File: src/rtl/hazard_ctrl.sv
// hazard_ctrl: pipeline hazard controller for a 5-stage in-order core.
// Registered state (RUN/FLUSH/LDSTALL/HALT) plus saturating stall and flush
// counters; every enable/flush output is combinational from state and inputs.
module hazard_ctrl (
    input  logic        clk,
    input  logic        rst,
    input  logic [4:0]  id_rs1,
    input  logic [4:0]  id_rs2,
    input  logic        id_use_rs1,
    input  logic        id_use_rs2,
    input  logic [4:0]  ex_rd,
    input  logic        ex_mem_read,
    input  logic        branch_taken,
    input  logic        jump,
    input  logic        mem_busy,
    input  logic        halt_req,
    input  logic        cnt_clr,
    output logic        pc_en,
    output logic        ifid_en,
    output logic        ifid_flush,
    output logic        idex_flush,
    output logic        exmem_en,
    output logic [1:0]  state,
    output logic [15:0] stall_cnt,
    output logic [15:0] flush_cnt
);

    localparam int unsigned CNT_W = 16;
    localparam logic [CNT_W-1:0] CNT_MAX = {CNT_W{1'b1}};

    typedef enum logic [1:0] {
        ST_RUN     = 2'd0,
        ST_FLUSH   = 2'd1,
        ST_LDSTALL = 2'd2,
        ST_HALT    = 2'd3
    } state_t;

    state_t           r_state;
    state_t           w_next;
    logic [CNT_W-1:0] r_stall_cnt;
    logic [CNT_W-1:0] r_flush_cnt;

    logic w_load_use;
    logic w_redirect;
    logic w_flush_evt;
    logic w_pc_en;
    logic w_ifid_en;
    logic w_ifid_flush;
    logic w_idex_flush;
    logic w_exmem_en;

    // Hazard qualifiers: load-use against a non-zero destination, and any redirect.
    always_comb begin
        w_load_use = ex_mem_read && (ex_rd != 5'd0) &&
                     ((id_use_rs1 && (id_rs1 == ex_rd)) ||
                      (id_use_rs2 && (id_rs2 == ex_rd)));
        w_redirect = branch_taken || jump;
    end

    // Next-state and enable/flush decode; priority mem_busy > redirect > halt > load-use.
    always_comb begin
        w_next       = r_state;
        w_pc_en      = 1'b1;
        w_ifid_en    = 1'b1;
        w_ifid_flush = 1'b0;
        w_idex_flush = 1'b0;
        w_exmem_en   = 1'b1;
        w_flush_evt  = 1'b0;
        if (!rst) begin
            w_pc_en      = 1'b0;
            w_ifid_en    = 1'b0;
            w_exmem_en   = 1'b0;
            w_ifid_flush = 1'b1;
            w_idex_flush = 1'b1;
            w_next       = ST_RUN;
        end else if (mem_busy) begin
            w_pc_en    = 1'b0;
            w_ifid_en  = 1'b0;
            w_exmem_en = 1'b0;
            w_next     = r_state;
        end else begin
            case (r_state)
                ST_FLUSH: begin
                    // Second bubble; redirect, halt and load-use are ignored here.
                    w_ifid_flush = 1'b1;
                    w_next       = ST_RUN;
                end
                ST_RUN, ST_LDSTALL, ST_HALT: begin
                    if (w_redirect) begin
                        w_ifid_flush = 1'b1;
                        w_idex_flush = 1'b1;
                        w_flush_evt  = 1'b1;
                        w_next       = ST_FLUSH;
                    end else if (r_state == ST_HALT) begin
                        w_pc_en      = 1'b0;
                        w_ifid_en    = 1'b0;
                        w_idex_flush = 1'b1;
                        w_next       = halt_req ? ST_HALT : ST_RUN;
                    end else if (r_state == ST_LDSTALL) begin
                        // Load-use detection suppressed: the stall lasts one cycle.
                        w_next = ST_RUN;
                    end else if (halt_req) begin
                        w_next = ST_HALT;
                    end else if (w_load_use) begin
                        w_pc_en      = 1'b0;
                        w_ifid_en    = 1'b0;
                        w_idex_flush = 1'b1;
                        w_next       = ST_LDSTALL;
                    end else begin
                        w_next = ST_RUN;
                    end
                end
                default: w_next = ST_RUN;
            endcase
        end
    end

    // State register and saturating counters; clear beats increment.
    always_ff @(posedge clk) begin
        if (!rst) begin
            r_state     <= ST_RUN;
            r_stall_cnt <= '0;
            r_flush_cnt <= '0;
        end else begin
            r_state <= w_next;
            if (cnt_clr) begin
                r_stall_cnt <= '0;
                r_flush_cnt <= '0;
            end else begin
                if (!w_pc_en && (r_stall_cnt != CNT_MAX))
                    r_stall_cnt <= r_stall_cnt + CNT_W'(1);
                if (w_flush_evt && (r_flush_cnt != CNT_MAX))
                    r_flush_cnt <= r_flush_cnt + CNT_W'(1);
            end
        end
    end

    assign pc_en      = w_pc_en;
    assign ifid_en    = w_ifid_en;
    assign ifid_flush = w_ifid_flush;
    assign idex_flush = w_idex_flush;
    assign exmem_en   = w_exmem_en;
    assign state      = r_state;
    assign stall_cnt  = r_stall_cnt;
    assign flush_cnt  = r_flush_cnt;

endmodule
File: config.mk
export PLATFORM = sky130hd
export DESIGN_NAME = hazard_ctrl
export DESIGN_NICKNAME = d
export VERILOG_FILES = /design/src/rtl/hazard_ctrl.sv
export SDC_FILE = /design/constraint.sdc
export NUM_CORES = 1
export LEC_CHECK = 0
export ABC_AREA = 1
export ABC_CLOCK_PERIOD_IN_PS = 4310
export CAP_MARGIN = 40
export CELL_PAD_IN_SITES_DETAIL_PLACEMENT = 0
export CELL_PAD_IN_SITES_GLOBAL_PLACEMENT = 1
export CORE_UTILIZATION = 35
export CTS_BUF_LIST = sky130_fd_sc_hd__clkbuf_4 sky130_fd_sc_hd__clkbuf_8 sky130_fd_sc_hd__clkbuf_16
export DETAILED_ROUTE_END_ITERATION = 6
export GPL_ROUTABILITY_DRIVEN = 0
export PLACE_DENSITY = 0.85
export SLEW_MARGIN = 15
export SYNTH_ARGS = -nofsm -noshare
export SYNTH_HDL_FRONTEND = slang
export SYNTH_SLANG_ARGS = --single-unit
File: constraint.sdc
create_clock -name clk -period 4.31 [get_ports clk]
set_clock_uncertainty 0.2 [all_clocks]
set_input_delay 0.862 -clock clk [delete_from_list [all_inputs] [get_ports clk]]
set_output_delay 0.862 -clock clk [all_outputs]
set_load 0.005 [all_outputs]
==> impl_metrics.py <==
metrics = {
    "logic_synthesis": {
        "ys_ff_latch": 34,
        "yosysMostFrequentCell": "nand2_1",
        "yosysSeqAreaShare_pct": 31.85,
        "synth_enable_flop_cells": 0,
        "synth_top_area_share_pct": 31.85,
        "yosysWarningCount": 0,
        "synth_cell_types": 29,
        "synthTopCellsByArea": "dfxtp_1 (32%), nand2_1 (16%), nand3_1 (8.2%)",
        "synthArstFlopShare_pct": 0,
        "dominantRegCellSynth": "dfxtp_1",
        "syn_inst": 335,
        "ys_top_cells_by_count": "nand2_1 (93), inv_1 (42), nand3_1 (35)",
        "synth_top_area_cell": "dfxtp_1",
        "syn_area_um2": 2137,
        "syn-mean-instance-area_um2": 6.379,
        "synth_nets": 362,
    },
    "setup_path": {
        "required_ns": 3.25,
        "arrival_ns": 2.78,
        "crit_path_max_fanout": 19,
        "r2r-end": "stall_cnt[7]",
        "r2r-start": "stall_cnt[0]",
        "critPathLaunch": "ex_rd[1]",
        "worstSetupEndpoint": "ifid_en",
        "endpoint_kind": "output port",
        "reg2regPathDepth": 9,
        "cp-start-kind": "input port",
        "crit_type": "input port to output port",
        "rrSetupSlack_ns": 2.08,
    },
    "grt": {
        "grt_pass1_wl_um": 9018,
        "grt_pass1_vias": 2063,
        "antenna_found_initial": 0,
        "grt-ovfl-total": 0,
        "grtUsageTotal_pct": 17.55,
        "grt_max_degree": 23,
    },
    "floorplan": {
        "die_w_um": 80.14,
        "die_h_um": 80.14,
        "pin_count": 64,
        "coreArea_um2": 5921,
        "initial_utilization_pct": 36.09,
        "rows": 28,
        "dieArea_um2": 6422,
    },
    "timing": {
        "fmax_mhz": 260.3,
        "rsz0062_at_grt": "no",
        "relSlewSlack_pct": 50.45,
        "period_share_pct": 89.14,
        "setup_viol": 0,
        "fin_crit_ns": 3.842,
        "hold_ws_ns": 0.3024,
        "tns_ns": 0,
        "worst_pin_slew_ns": 0.7424,
        "slew_violations": 0,
        "hold_viol": 0,
        "setup_slack_ns": 0.4681,
    },
    "drt": {
        "ant_nets": 0,
        "drc_errors": 0,
        "first_iter_violations": 62,
        "via_per_inst": 4.812,
        "wl_per_cell_um": 11.20,
        "dr.pass1.iters": 6,
        "wl_um": 5310,
        "routed-via-count": 2281,
    },
    "clocking": {
        "cts_resized": 0,
        "clk_pin_slew_worst_paths_ns": 0.07,
        "cts_buffer_depth": 2,
        "cts_root_buffer": "clkbuf_8",
        "cts_made_buffers": 5,
        "post-cts-setup-buffer-count": 0,
        "tritoncts": "done",
        "clock-sinks": 34,
        "htreeDepth": 2,
        "holdBufCountCts": 0,
        "clk_latency_ns": 0.29,
    },
    "final_layout": {
        "utilization_pct": 49.94,
        "final_cells": 474,
        "drive_gt1_share_pct": 6.767,
        "fillers": 619,
        "fin_nets": 425,
        "area_growth_pct": 38.35,
        "n_antenna_cell": 0,
        "design_area_um2": 2957,
    },
    "run_status": {
        "status": "complete, no violations",
    },
    "placement": {
        "place_inst": 466,
        "dpl-instance-area_um2": 2819,
        "place_ws_ns": 0.4646,
        "port_buffers": 63,
        "hpwl_um": 3909,
    },
    "worst_hold_path": {
        "whs_path_depth": 2,
        "min_path_type": "register to register",
    },
    "pwr": {
        "vdd_ir_drop_max_mv": 0.1753,
        "power_leakage_nw": 1.180,
        "p_per_area_nw_per_um2": 256.5,
        "p_total_mw": 0.7583,
    },
    "job": {
        "maxCapViolCount": 0,
    },
}
worst max-delay path, cell delays in order:
cell             delay (ns)
clkdlybuf4s50_1        0.51
inv_1                  0.08
nand2_1                0.06
nand2_1                0.05
nor2_1                 0.09
nand3_1                0.08
nand2_1                0.08
nand3_1                0.07
nand2_1                0.10
nand2_2                0.07
nand2_4                0.20
inv_1                  0.08
clkdlybuf4s50_1        0.44
power by group:
group	internal (mW)	switching (mW)
Sequential	0.316	0.00292
Clock	0.232	0.129
Combinational	0.0402	0.0382
Total	0.588	0.170
state kept, by name, summed over array words and instances (netlist names):
register,count
stall_cnt,16
state,2
flush_cnt,16
final cells by class:
cell class	count	area, µm²	share of cell area [%]
clock buffers	5	68.82	2.328
clock inverters	3	68.82	2.328
repair buffers	64	638.1	21.58
inverters	46	172.7	5.840
well taps	75	93.84	3.174
flip-flops and latches	34	680.7	23.02
multi-input cells	247	1234	41.73
cells in the final DEF (no fill, tap or decap):
cell / n
nand2_1: 93
clkinv_4: 1
nor2_1: 30
nand4_4: 1
buf_4: 1
o21ai_0: 11
nand4_1: 2
or2_2: 1
xor2_1: 10
clkdlybuf4s50_1: 63
bufinv_16: 2
o21a_1: 1
nor3_1: 5
nor2_2: 3
nand2_2: 4
clkbuf_8: 5
nand2_4: 2
nor4_1: 5
dfxtp_1: 34
o21ai_1: 1
nor3_4: 1
inv_2: 4
nand3_1: 35
o31ai_1: 1
nor3_2: 1
a21oi_1: 30
xnor2_1: 7
inv_1: 42
ha_1: 2
a31o_2: 1
worst min-delay path by stage:
stage	to	from	slack (ns)
finish	flush_cnt[15]	flush_cnt[15]	0.30
CTS	flush_cnt[15]	flush_cnt[15]	0.31
floorplan	flush_cnt[15]	flush_cnt[15]	0.27
detailed placement	flush_cnt[15]	flush_cnt[15]	0.29
global route	flush_cnt[15]	flush_cnt[15]	0.34
global placement	flush_cnt[4]	flush_cnt[4]	0.28
cell families (layout without fill, tap and decap cells):
kind of cell    after synthesis  in the layout  share of synthesized area, %
buf+inv                      54            118                         10.42
xor+xnor                     17             17                         6.967
fa+ha+maj                     2              2                         1.171
flops                        34             34                         31.85
compound gates               45             45                         10.95
simple gates                183            183                         38.64
per-layer routing:
layer | part of all wire [%] | up-vias | routed length [µm] | global-route usage, %
met5 | 0 | - | 0 | 0
met4 | 1.6 | 0 | 83 | 5.893
met3 | 5.1 | 10 | 273 | 3.750
met2 | 47 | 63 | 2489 | 29.74
met1 | 46 | 1008 | 2463 | 21.90
li1 | - | 1200 | - | -
No activity file was read; power rests on OpenSTA's default activity.
==> RTL edit 1, RTL diff (same flow settings) <==
Reset style: asynchronous (`rst`), changed in one clocked block.
--- a/src/rtl/hazard_ctrl.sv
+++ b/src/rtl/hazard_ctrl.sv
@@ -118,3 +118,3 @@
     // State register and saturating counters; clear beats increment.
-    always_ff @(posedge clk) begin
+    always_ff @(posedge clk or negedge rst) begin
         if (!rst) begin
Function: differs if rst is asserted again (counterexample within 4 cycles, from zero or initial values and one cycle with rst low); with rst held inactive, the same outputs for 10 cycles.
==> RTL edit 1 against the unedited design <==
  * The run now ends with design-rule violations left
  * Sequential power rose by 3%
  * Cell count rose by 2.3%
  * Total power down 12%
  * Cell area up 6.4%
  * Core utilization shrank 0.94 points
  * Die area rose by 10%
  * Largest cell class unchanged
  * Area after synthesis rose by 11%
  * Sequential cell count unchanged
  * Routed wire length increased by 13%
  * Count of clock-buffer cells in the layout is 2 higher
  * Worst setup slack better by 85 ps
==> RTL edit 1: results (changes against the unedited design) <==
Status = complete, but fails checks (was completed)
Violated checks = design-rule violations
Most instantiated cells after synthesis = nand2_1 (84), inv_1 (52), nand3_1 (36), dfrtp_1 (34), nor2_1 (32) (was nand2_1 (93), inv_1 (42), nand3_1 (35), dfxtp_1 (34))
Synth top area share = 36.0% (was 31.9%)
Post-synth cell types = 31 (was 29)
Sw power = 0.176 mW (was 0.170 mW)
Layout cells sized above 1 = 6.37% (was 6.77%)
Worst reg2reg path startpoint = stall_cnt[0]$_DFFE_PN0P_ (was stall_cnt[0]$_SDFFE_PP0P_)
Seq/Total Area, Yosys = 36.0% (was 31.9%)
Vias = 2,393 (was 2,281)
R2R Path End = stall_cnt[15]$_DFFE_PN0P_ (was stall_cnt[7]$_SDFFE_PP0P_)
Vias in the first global route = 2,227 (was 2,063)
Critical Path Sink = idex_flush (was ifid_en)
Synth warn = 0 (unchanged)
Root buf cell = clkbuf_8 (unchanged)
Postcts setup bufs = 0 (unchanged)
Post-layout net count = 435 (was 425)
Wire per inst = 12.4 um (was 11.2 um)
Syn Nets = 371 (was 362)
# DRC = 8 (was 0)
Slew HR = 53.1% (was 50.5%)
R2r setup slk = 1920 ps (was 2080 ps)
Largest net degree at the start of global routing = 26 (was 23)
Critical Path AT = 2690 ps (was 2780 ps)
FFs w/ async S/R, synth = 100% (was 0%)
Post-Syn Area = 2370 sq um (was 2140 sq um)
Initial antenna violation count = 0 (unchanged)
Worst setup path start = ex_rd[4] (was ex_rd[1])
Top cells by area, synth = dfrtp_1 (36%), nand2_1 (13%), inv_1 (8.2%) (was dfxtp_1 (32%), nand2_1 (16%), nand3_1 (8.2%))
Min-delay worst type = input port to asynchronous set/reset pin (was flip-flop to flip-flop)
Global-route wire length before repair = 10,400 um (was 9020 um)
All-Layer GR Usage = 18.0% (was 17.5%)
Clock-pin slew of the registers on the worst-case setup and hold paths = 70 ps (about the same)
Pre-antenna DRT Iters = 6 (unchanged)
Dpl hpwl = 4420 um (was 3910 um)
Initial DRC count = 126 (was 62)
Leak Pwr = 1.55 nW (was 1.18 nW)
CTS Buffer Depth = 2 (unchanged)
Peak supply drop = 114 uV (was 175 uV)
Htree depth = 2 (unchanged)
CP max FO = 4 (was 19)
[RTL edit 1: stage by stage]
step	instances	area (sq um)	hold WS, ps	total power [mW]	setup WS (ps)
final	485	3150	303	0.670	553
after floorplan	344	2370	332	0.380	1320
after CTS	485	3150	310	0.683	534
after global placement	478	3060	346	0.437	543
after detailed placement	478	3060	352	0.437	533
after global routing	485	3150	336	0.705	323
[RTL edit 1: power groups by stage]
stage	registers, mW	logic [mW]	clock network [mW]
after global placement	0.335	0.102	0
after global routing	0.329	0.115	0.261
after CTS	0.329	0.103	0.251
after floorplan	0.334	0.0455	0
final	0.329	0.102	0.240
after detailed placement	0.335	0.102	0
[RTL edit 1: per-layer routing]
| metal | track usage, % | up-vias | part of all wire, % |
|---|---|---|---|
| li1 | - | 1244 | - |
| met1 | 24.3 | 1083 | 48 |
| met2 | 28.8 | 57 | 44 |
| met3 | 3.54 | 9 | 5.7 |
| met4 | 6.27 | 0 | 1.8 |
| met5 | 0 | - | 0 |
[RTL edit 1: layout make-up]
type | instances | area, sq um
fillers | 654 | 3280
multi-input cells | 244 | 1250
flip-flops and latches | 34 | 851
repair buffers | 66 | 648
inverters | 57 | 214
well taps | 77 | 96.3
clock buffers | 7 | 83.8
[RTL edit 1: cells by family (layout without fill, tap and decap cells)]
logic type	Yosys count	count (layout)	share of synthesized area, %
xor+xnor	13	13	4.81
simple gates	197	197	39.6
flops	34	34	36.0
buf+inv	66	130	11.1
fa+ha+maj	2	2	1.06
compound gates	32	32	7.56
[RTL edit 1: worst max-delay path: stages]
cell and delay [ps]:
clkdlybuf4s50_1 550, inv_2 50, nand2_1 50, nand2_1 50, nor2_1 90, nand3_1 80, nand2_1 90, nand3_1 60
nand2_1 80, o21ai_0 70, o21ai_0 140, clkdlybuf4s50_1 520
==> RTL edit 2, RTL diff (same flow settings) <==
Made on the original files. Put one more register stage on the output `flush_cnt`. The value now appears one clock later. The other outputs are not delayed to match.
--- a/src/rtl/hazard_ctrl.sv
+++ b/src/rtl/hazard_ctrl.sv
@@ -144,3 +144,5 @@
     assign stall_cnt  = r_stall_cnt;
-    assign flush_cnt  = r_flush_cnt;
+    always_ff @(posedge clk) begin
+        flush_cnt <= r_flush_cnt;
+    end
 
Behaviour: not the same (a bounded check fails within 4 cycles, from zero or initial values and one cycle with rst low).
==> RTL edit 2 against the unedited design <==
  * Total power increased by 8.7%
  * Area after synthesis increased by 17%
  * First-iteration DRC count increased by 47%
  * Sequential power increased by 47%
  * Non-clock buffer count increased by 1
  * Core utilization decreased by 1.7 points
  * Worst setup slack improved by 39 ps
  * Sequential cell count increased by 16
  * Routed wire length increased by 5.8%
  * Clock power decreased by 25%
  * Cell area increased by 11%
  * Critical endpoint is now idex_flush
  * Highest routed layer unchanged
==> RTL edit 2: results (changes against the unedited design) <==
Synth warn = 0 (unchanged)
Worst reg-to-reg path cell count = 7 (was 9)
Peak supply drop = 210 uV (was 175 uV)
Fill count = 713 (was 619)
Hold Path Depth = 0 (was 2)
Post-synth cell types = 33 (was 29)
Most instantiated cells after synthesis = nand2_1 (90), dfxtp_1 (50), inv_1 (34), nor2_1 (34), nand3_1 (32) (was nand2_1 (93), inv_1 (42), nand3_1 (35), dfxtp_1 (34))
Initial antenna violation count = 0 (unchanged)
N_diodes = 0 (unchanged)
Syn Nets = 375 (was 362)
Placed inst area = 3200 sq um (was 2820 sq um)
FFs w/ async S/R, synth = 0% (unchanged)
Largest net degree at the start of global routing = 20 (was 23)
Layout cells sized above 1 = 7.73% (was 6.77%)
Via density = 4.63 (was 4.81)
Pre-antenna DRT Iters = 4 (was 6)
Hold Worst Slack = 196 ps (was 302 ps)
Clock-pin slew of the registers on the worst-case setup and hold paths = 80 ps
Global-route wire length before repair = 9310 um (was 9020 um)
Seq/Total Area, Yosys = 40.2% (was 31.9%)
Top cells by area, synth = dfxtp_1 (40%), nand2_1 (14%), nand3_1 (6.4%) (was dfxtp_1 (32%), nand2_1 (16%), nand3_1 (8.2%))
All-Layer GR Usage = 15.5% (was 17.5%)
CP max FO = 3 (was 19)
Dpl hpwl = 4240 um (was 3910 um)
Hold endpoint = flush_cnt[11]$_DFF_P_ (was flush_cnt[15]$_SDFFE_PP0P_)
Vias in the first global route = 2,135 (was 2,063)
I/O Buffers = 63 (unchanged)
R2r setup slk = 1900 ps (was 2080 ps)
Root buf cell = clkbuf_8 (unchanged)
Post-layout net count = 440 (was 425)
Critical Path AT = 2740 ps (was 2780 ps)
Leak Pwr = 1.25 nW (was 1.18 nW)
Initial DRC count = 91 (was 62)
Critical Path Max Stage Delay = 530 ps (was 510 ps)
Min-delay src = r_flush_cnt[11]$_SDFFE_PP0P_ (was flush_cnt[15]$_SDFFE_PP0P_)
Total wire length = 5620 um (was 5310 um)
R2R Path End = stall_cnt[11]$_SDFFE_PP0P_ (was stall_cnt[7]$_SDFFE_PP0P_)
Status = completed (unchanged)
Slew HR = 61.3% (was 50.5%)
-- RTL edit 2: stage by stage --
step	cells	util, %	setup slack (ps)
2_1_floorplan	348	-	1410
3_3_place_gp	502	46.9	526
3_5_place_dp	502	46.9	495
4_1_cts	510	48.2	477
5_1_grt	510	48.2	342
6_report	510	48.2	507
-- RTL edit 2: area by class of cell --
class / count / area [sq um] / share of cell area, %
well taps: 96 / 120 / 3.65
clock buffers: 6 / 76.3 / 2.32
multi-input cells: 250 / 1280 / 38.9
inverters: 41 / 154 / 4.68
repair buffers: 65 / 646 / 19.6
flip-flops and latches: 50 / 1000 / 30.4
clock inverters: 2 / 13.8 / 0.418
-- RTL edit 2: logic make-up after synthesis --
kind of cell | Yosys count | share of synthesized area, %
adder cells (fa/ha/maj) | 2 | 1.00
flip-flops | 50 | 40.2
AND/OR/NAND/NOR | 187 | 35.2
XOR/XNOR | 18 | 6.33
AO/OA/AOI/OAI | 43 | 8.94
buffers and inverters | 48 | 8.34
-- RTL edit 2: how the worst max path moves through the flow --
stage                     slack [ps]         end      from
final                            510  idex_flush  ex_rd[0]
after global routing             340  idex_flush  ex_rd[0]
after CTS                        480  idex_flush  ex_rd[4]
after detailed placement         490  idex_flush  ex_rd[4]
after global placement           530  idex_flush  ex_rd[0]
after floorplan                 1410       pc_en      jump
-- RTL edit 2: power breakdown --
| part | internal [mW] | total [mW] | switching [mW] |
|---|---|---|---|
| Sequential | 0.465 | 0.469 | 0.00428 |
| Combinational | 0.0436 | 0.0862 | 0.0426 |
| Clock | 0.121 | 0.269 | 0.148 |
| Total | 0.629 | 0.824 | 0.195 |
-- RTL edit 2: per-layer routing --
layer,GRT usage [%],share of wire [%],vias to the layer above
met5,0,0,-
met4,5.00,1.1,0
met3,2.95,4.4,6
met2,27.8,48,47
met1,18.6,47,1053
li1,-,-,1255
